--- src/rtl/div.sv ---
// rtl/div.sv - 32-bit restoring divider for the HI/LO unit, one quotient bit per clock.
// Define DIV_SIGNED_EN for signed (MIPS DIV) operation; otherwise unsigned (DIVU).
module div (
  input  logic        clk,
  input  logic        reset,
  input  logic [31:0] RegAOut,
  input  logic [31:0] RegBOut,
  input  logic        DivCtrl,
  output logic        DivDone,
  output logic        Div0,
  output logic [31:0] HI,
  output logic [31:0] LO
);

  typedef enum logic [1:0] {S_IDLE, S_INIT, S_RUN, S_DONE} state_t;

  state_t      r_state;
  state_t      w_phase;
  state_t      w_next;

  logic [31:0] dividend;
  logic [31:0] divisor;
  logic [31:0] quotient;
  logic [31:0] remainder;
  logic        div_active;
  logic        init_done;

  logic        r_ctrl_q;
  logic [4:0]  r_count;
  logic        r_qneg;
  logic        r_rneg;
  logic        r_div0;

  logic        w_start;
  logic        w_a_neg;
  logic        w_b_neg;
  logic [31:0] w_a_mag;
  logic [31:0] w_b_mag;
  logic [32:0] w_shift;
  logic [32:0] w_sub;
  logic        w_ge;

`ifdef DIV_SIGNED_EN
  assign w_a_neg = RegAOut[31];
  assign w_b_neg = RegBOut[31];
`else
  assign w_a_neg = 1'b0;
  assign w_b_neg = 1'b0;
`endif

  assign w_a_mag = w_a_neg ? (~RegAOut + 32'd1) : RegAOut;
  assign w_b_mag = w_b_neg ? (~RegBOut + 32'd1) : RegBOut;
  assign w_start = DivCtrl & ~r_ctrl_q;

  // 33-bit partial remainder so divisors with bit 31 set still compare correctly.
  assign w_shift = {remainder, dividend[31]};
  assign w_sub   = w_shift - {1'b0, divisor};
  assign w_ge    = (w_shift >= {1'b0, divisor});

  // INIT is never held: it is the IDLE cycle in which a start edge is seen.
  always_comb begin
    w_phase = r_state;
    w_next  = r_state;
    if (r_state == S_IDLE && w_start) begin
      w_phase = S_INIT;
    end
    case (w_phase)
      S_IDLE:  w_next = S_IDLE;
      S_INIT:  w_next = (RegBOut == 32'd0) ? S_DONE : S_RUN;
      S_RUN:   w_next = (r_count == 5'd31) ? S_DONE : S_RUN;
      S_DONE:  w_next = S_IDLE;
      default: w_next = S_IDLE;
    endcase
  end

  always_ff @(posedge clk) begin
    if (reset) begin
      r_state <= S_IDLE;
    end else begin
      r_state <= w_next;
    end
  end

  always_ff @(posedge clk) begin
    if (reset) begin
      dividend   <= 32'd0;
      divisor    <= 32'd0;
      quotient   <= 32'd0;
      remainder  <= 32'd0;
      div_active <= 1'b0;
      init_done  <= 1'b0;
      r_ctrl_q   <= 1'b0;
      r_count    <= 5'd0;
      r_qneg     <= 1'b0;
      r_rneg     <= 1'b0;
      r_div0     <= 1'b0;
      DivDone    <= 1'b0;
      Div0       <= 1'b0;
      HI         <= 32'd0;
      LO         <= 32'd0;
    end else begin
      r_ctrl_q <= DivCtrl;
      DivDone  <= 1'b0;
      Div0     <= 1'b0;
      case (w_phase)
        S_INIT: begin
          dividend   <= w_a_mag;
          divisor    <= w_b_mag;
          quotient   <= 32'd0;
          remainder  <= 32'd0;
          div_active <= 1'b1;
          init_done  <= 1'b1;
          r_count    <= 5'd0;
          r_qneg     <= w_a_neg ^ w_b_neg;
          r_rneg     <= w_a_neg;
          r_div0     <= (RegBOut == 32'd0);
        end
        S_RUN: begin
          dividend  <= {dividend[30:0], 1'b0};
          remainder <= w_ge ? w_sub[31:0] : w_shift[31:0];
          quotient  <= {quotient[30:0], w_ge};
          r_count   <= r_count + 5'd1;
        end
        S_DONE: begin
          DivDone    <= 1'b1;
          div_active <= 1'b0;
          init_done  <= 1'b0;
          if (r_div0) begin
            Div0 <= 1'b1;
          end else begin
            LO <= r_qneg ? (~quotient + 32'd1) : quotient;
            HI <= r_rneg ? (~remainder + 32'd1) : remainder;
          end
        end
        default: begin
        end
      endcase
    end
  end

endmodule

--- config.mk ---
export PLATFORM = sky130hd
export DESIGN_NAME = div
export DESIGN_NICKNAME = d
export VERILOG_FILES = /design/src/rtl/div.sv
export SDC_FILE = /design/constraint.sdc
export NUM_CORES = 1
export LEC_CHECK = 0
export ABC_AREA = 0
export CAP_MARGIN = 10
export CORE_UTILIZATION = 55
export DETAILED_ROUTE_END_ITERATION = 16
export PLACE_DENSITY = 0.8
export SETUP_SLACK_MARGIN = 0.5
export SYNTH_ARGS = -nofsm -noshare
export SYNTH_HDL_FRONTEND = slang
export SYNTH_SLANG_ARGS = --single-unit
--- constraint.sdc ---
create_clock -name clk -period 3.6 [get_ports clk]
set_clock_uncertainty 0.05 [all_clocks]
set_input_delay 0.72 -clock clk [delete_from_list [all_inputs] [get_ports clk]]
set_output_delay 0.72 -clock clk [all_outputs]
set_load 0.005 [all_outputs]
==> qor.json <==
{
  "area.growth.synth_to_final_pct": 22.0,
  "seq_total_area_yosys_pct": 42.8,
  "setup-tns-final_ps": 0,
  "ios": 133,
  "tritoncts": "yes",
  "synth_area_per_inst_um2": 7.74,
  "antenna-diode-count": 0,
  "cp_cell_sequence": "inv_1 -> ha_1 -> a21oi_2 -> nand2_1 -> a221o_1 -> a211oi_2 -> a21boi_2 -> or4_1 -> a21oi_1 -> o31ai_2",
  "worst_hold_path_ep": "HI[29]",
  "r2r_cells": 10,
  "final_cell_area_mm2": 0.0116,
  "post-route-drc-count": 0,
  "timing.critical_path.required_ps": 3930,
  "ir_worst_vdd_mv": 0.551,
  "num_rows": 47,
  "grt_setup_unrepaired": "false",
  "drt_pass1_iterations": 5,
  "synth.cell_area_mm2": 0.00949,
  "cp.depth": 10,
  "h_tree_lvl_count": 1,
  "critical_path_class": "register to register",
  "worst-r2r-setup-slack_ps": 750,
  "antenna_left": 0,
  "timing.final.max_slew_violations": 0,
  "timing_hold_violations_final": 0,
  "maxCapViolCount": 0,
  "cp_max_fo": 7,
  "timing.hold.worst_path_depth": 2,
  "postCtsHoldBufs": 0,
  "clk_pin_slew_ps": 60,
  "startpoint_type": "register",
  "route.detailed.vias_per_inst": 5.69,
  "grt_antenna_before_repair": 0,
  "ys_types": 62,
  "floorplan.die.height_um": 133,
  "critPathCaptureType": "register",
  "worst_ep_arrival_time_ps": 3180,
  "r2r_start": "divisor[12]",
  "routed_wire_length_mm": 24.0,
  "setup_violations": 0,
  "ys_warn_count": 0,
  "timing.max_slew.rel_slack_pct": 37.0,
  "placed_area_mm2": 0.0109,
  "worstReg2RegEnd": "remainder[28]",
  "global_placement_routability_congestion": 0.945,
  "share_of_the_synthesized_area_in_compound_gates_ao_oa_aoi_oai_pct": 20.7,
  "netlist_instances": 1226,
  "preCtsSetupSlack_ps": 706,
  "worstMarginPinSlew_ps": 946,
  "synth_flop_cell": "sky130_fd_sc_hd__dfxtp_1",
  "start_util_pct": 56.8,
  "drtIter0Drc": 586,
  "async_flop_share_pct": 0,
  "timing.critical_path.slowest_cell_delay_ps": 480,
  "critPathSlowestCell": "sky130_fd_sc_hd__or4_1",
  "final_period_minus_worst_setup_slack_ps": 2850,
  "hold_start": "HI[29]",
  "grt_max_degree": 158,
  "outcome": "finished, final reports clean",
  "synth-adder-area-share_pct": 4.69,
  "synth_xor_xnor_area_share_pct": 2.12,
  "finalNetCount": 1418,
  "mapped_nets": 1328,
  "timing.final.ws_setup_ps": 749,
  "cts_sinks": 203,
  "stdcell_count": 1543,
  "grt_pass1_wl_mm": 39.1,
  "clockRootBuffer": "sky130_fd_sc_hd__clkbuf_16",
  "muxShareOfSynthArea_pct": 1.90,
  "utilization_pct": 69.4,
  "worstSkewPairLatency_ps": 520,
  "drive_gt1_share_pct": 5.29,
  "post_synth_and_or_nand_nor_area_fraction_pct": 22.3,
  "vias": 8784,
  "design.core.area_mm2": 0.0167,
  "grt_pass1_vias": 8209,
  "wl_per_cell_um": 15.6,
  "power_density_mw_per_mm2": 729,
  "numCtsBuffers": 22,
  "fillerInstances": 1429,
  "globalRoute.totalOverflow": 0,
  "track_usage_pct": 26.5,
  "portBuffers": 132,
  "crit_family": "compound AO/OA/AOI/OAI gates",
  "dp_hpwl_mm": 16.4,
  "cellLeakagePower_nw": 4.24,
  "dpl.cell_count": 1511,
  "max-clock-path-buffers": 3,
  "fin_crit_sh_pct": 79.2,
  "die_width_um": 133,
  "critical_path_buf_inv_count": 1,
  "ffs_latches_synth": 203,
  "die_area_mm2": 0.0178,
  "synth_enable_flop_cells": 0,
  "worstHoldPathType": "register to register",
  "max_clock_freq_mhz": 351,
  "synth_top_family_by_area": "simple AND/OR/NAND/NOR gates"
}
-- flip-flops by register name, summed over array words and instances, names as in the netlist --
name,cells
DivDone,1
r_ctrl_q,1
Div0,1
r_state,2
quotient,32
r_count,5
LO,32
HI,32
divisor,32
remainder,32
dividend,32
r_div0,1
-- logic make-up (layout without fill, tap and decap cells) --
group	Yosys count	after routing
fa+ha+maj	35	35
mux	18	18
compound gates	316	316
xor+xnor	23	23
flops	203	203
simple gates	507	507
buf+inv	124	221
-- power by group --
| group | total (W) | switching [W] | internal [W] |
|---|---|---|---|
| combinational | 0.00384 | 0.00217 | 0.00167 |
| sequential | 0.00257 | 0.000153 | 0.00242 |
| clock | 0.00204 | 0.000887 | 0.00115 |
-- worst reg2reg max path, stage by stage, from the launching register on --
cell	delay (ps)
sky130_fd_sc_hd__dfxtp_1	320
sky130_fd_sc_hd__inv_1	50
sky130_fd_sc_hd__ha_1	400
sky130_fd_sc_hd__a21oi_2	270
sky130_fd_sc_hd__nand2_1	80
sky130_fd_sc_hd__a221o_1	350
sky130_fd_sc_hd__a211oi_2	370
sky130_fd_sc_hd__a21boi_2	110
sky130_fd_sc_hd__or4_1	480
sky130_fd_sc_hd__a21oi_1	190
sky130_fd_sc_hd__o31ai_2	70
-- what timing repair did --
action,in CTS,in global routing
endpoints found under the setup margin,0,11
resized for setup,0,4
setup buffers,0,1
-- per-stage QoR --
stage,total power (W),hold WS [ps]
floorplan,0.00562,382
detailed placement,0.00636,397
finish,0.00844,402
CTS,0.00839,403
global placement,0.00631,392
global route,0.00894,422
-- cell usage in the layout, fill, tap and decap left out, drive strengths merged, types with 10 or more instances in the layout --
cell type / netlist / final
nand2: 339 / 339
dfxtp: 203 / 203
a21oi: 165 / 165
clkdlybuf4s50: 0 / 131
nor2: 66 / 66
o21ai: 43 / 43
nand3: 39 / 39
inv: 37 / 37
ha: 34 / 34
a311oi: 32 / 32
clkbuf: 69 / 26
buf: 18 / 22
mux2i: 18 / 18
xnor2: 16 / 16
a21o: 11 / 11
o21a: 10 / 10
-- Yosys cell counts, types with 5 or more instances --
cell type / count / area [µm²]
sky130_fd_sc_hd__a211oi_1: 6 / 45.0
sky130_fd_sc_hd__a21o_1: 11 / 82.6
sky130_fd_sc_hd__a21oi_1: 161 / 806
sky130_fd_sc_hd__a311oi_1: 32 / 280
sky130_fd_sc_hd__a32oi_1: 9 / 78.8
sky130_fd_sc_hd__and3_1: 6 / 37.5
sky130_fd_sc_hd__buf_1: 8 / 30.0
sky130_fd_sc_hd__buf_2: 5 / 25.0
sky130_fd_sc_hd__clkbuf_1: 68 / 255
sky130_fd_sc_hd__dfxtp_1: 203 / 4060
sky130_fd_sc_hd__ha_1: 34 / 425
sky130_fd_sc_hd__inv_1: 37 / 139
sky130_fd_sc_hd__mux2i_1: 18 / 180
sky130_fd_sc_hd__nand2_1: 339 / 1270
sky130_fd_sc_hd__nand2b_1: 6 / 37.5
sky130_fd_sc_hd__nand3_1: 39 / 195
sky130_fd_sc_hd__nand4_1: 9 / 56.3
sky130_fd_sc_hd__nor2_1: 66 / 248
sky130_fd_sc_hd__nor2b_1: 8 / 50.1
sky130_fd_sc_hd__nor3_1: 8 / 40.0
sky130_fd_sc_hd__nor4_1: 9 / 56.3
sky130_fd_sc_hd__o21a_1: 10 / 75.1
sky130_fd_sc_hd__o21ai_0: 28 / 140
sky130_fd_sc_hd__o21ai_1: 15 / 75.1
sky130_fd_sc_hd__o31ai_1: 7 / 52.6
sky130_fd_sc_hd__xnor2_1: 16 / 140
sky130_fd_sc_hd__xor2_1: 7 / 61.3
-- final cells by class --
type / instances / area [µm²] / share of cell area (%)
flip-flops and latches: 203 / 4060 / 35.1
inverters: 37 / 139 / 1.20
clock inverters: 5 / 50.0 / 0.432
well taps: 220 / 275 / 2.38
multi-input cells: 899 / 4950 / 42.8
clock buffers: 26 / 586 / 5.06
repair buffers: 153 / 1510 / 13.1
-- routing by layer --
metal / global-route usage, % / wire length (µm) / part of all wire (%)
met5: 0 / 0 / 0
met4: 9.03 / 673 / 2.8
met3: 3.46 / 1230 / 5.1
met2: 45.1 / 11500 / 48
met1: 34.5 / 10600 / 44
-- how the worst max path moves through the flow --
stage                 from  slack [ps]       endpoint
2_1_floorplan   divisor[9]        1000  remainder[28]
3_3_place_gp       DivCtrl         730    divisor[15]
3_5_place_dp   divisor[14]         710  remainder[22]
4_1_cts        divisor[14]         690  remainder[22]
5_1_grt        divisor[14]         590  remainder[31]
6_report       divisor[12]         750  remainder[28]
Note: power is estimated with default switching activity, not from simulation.
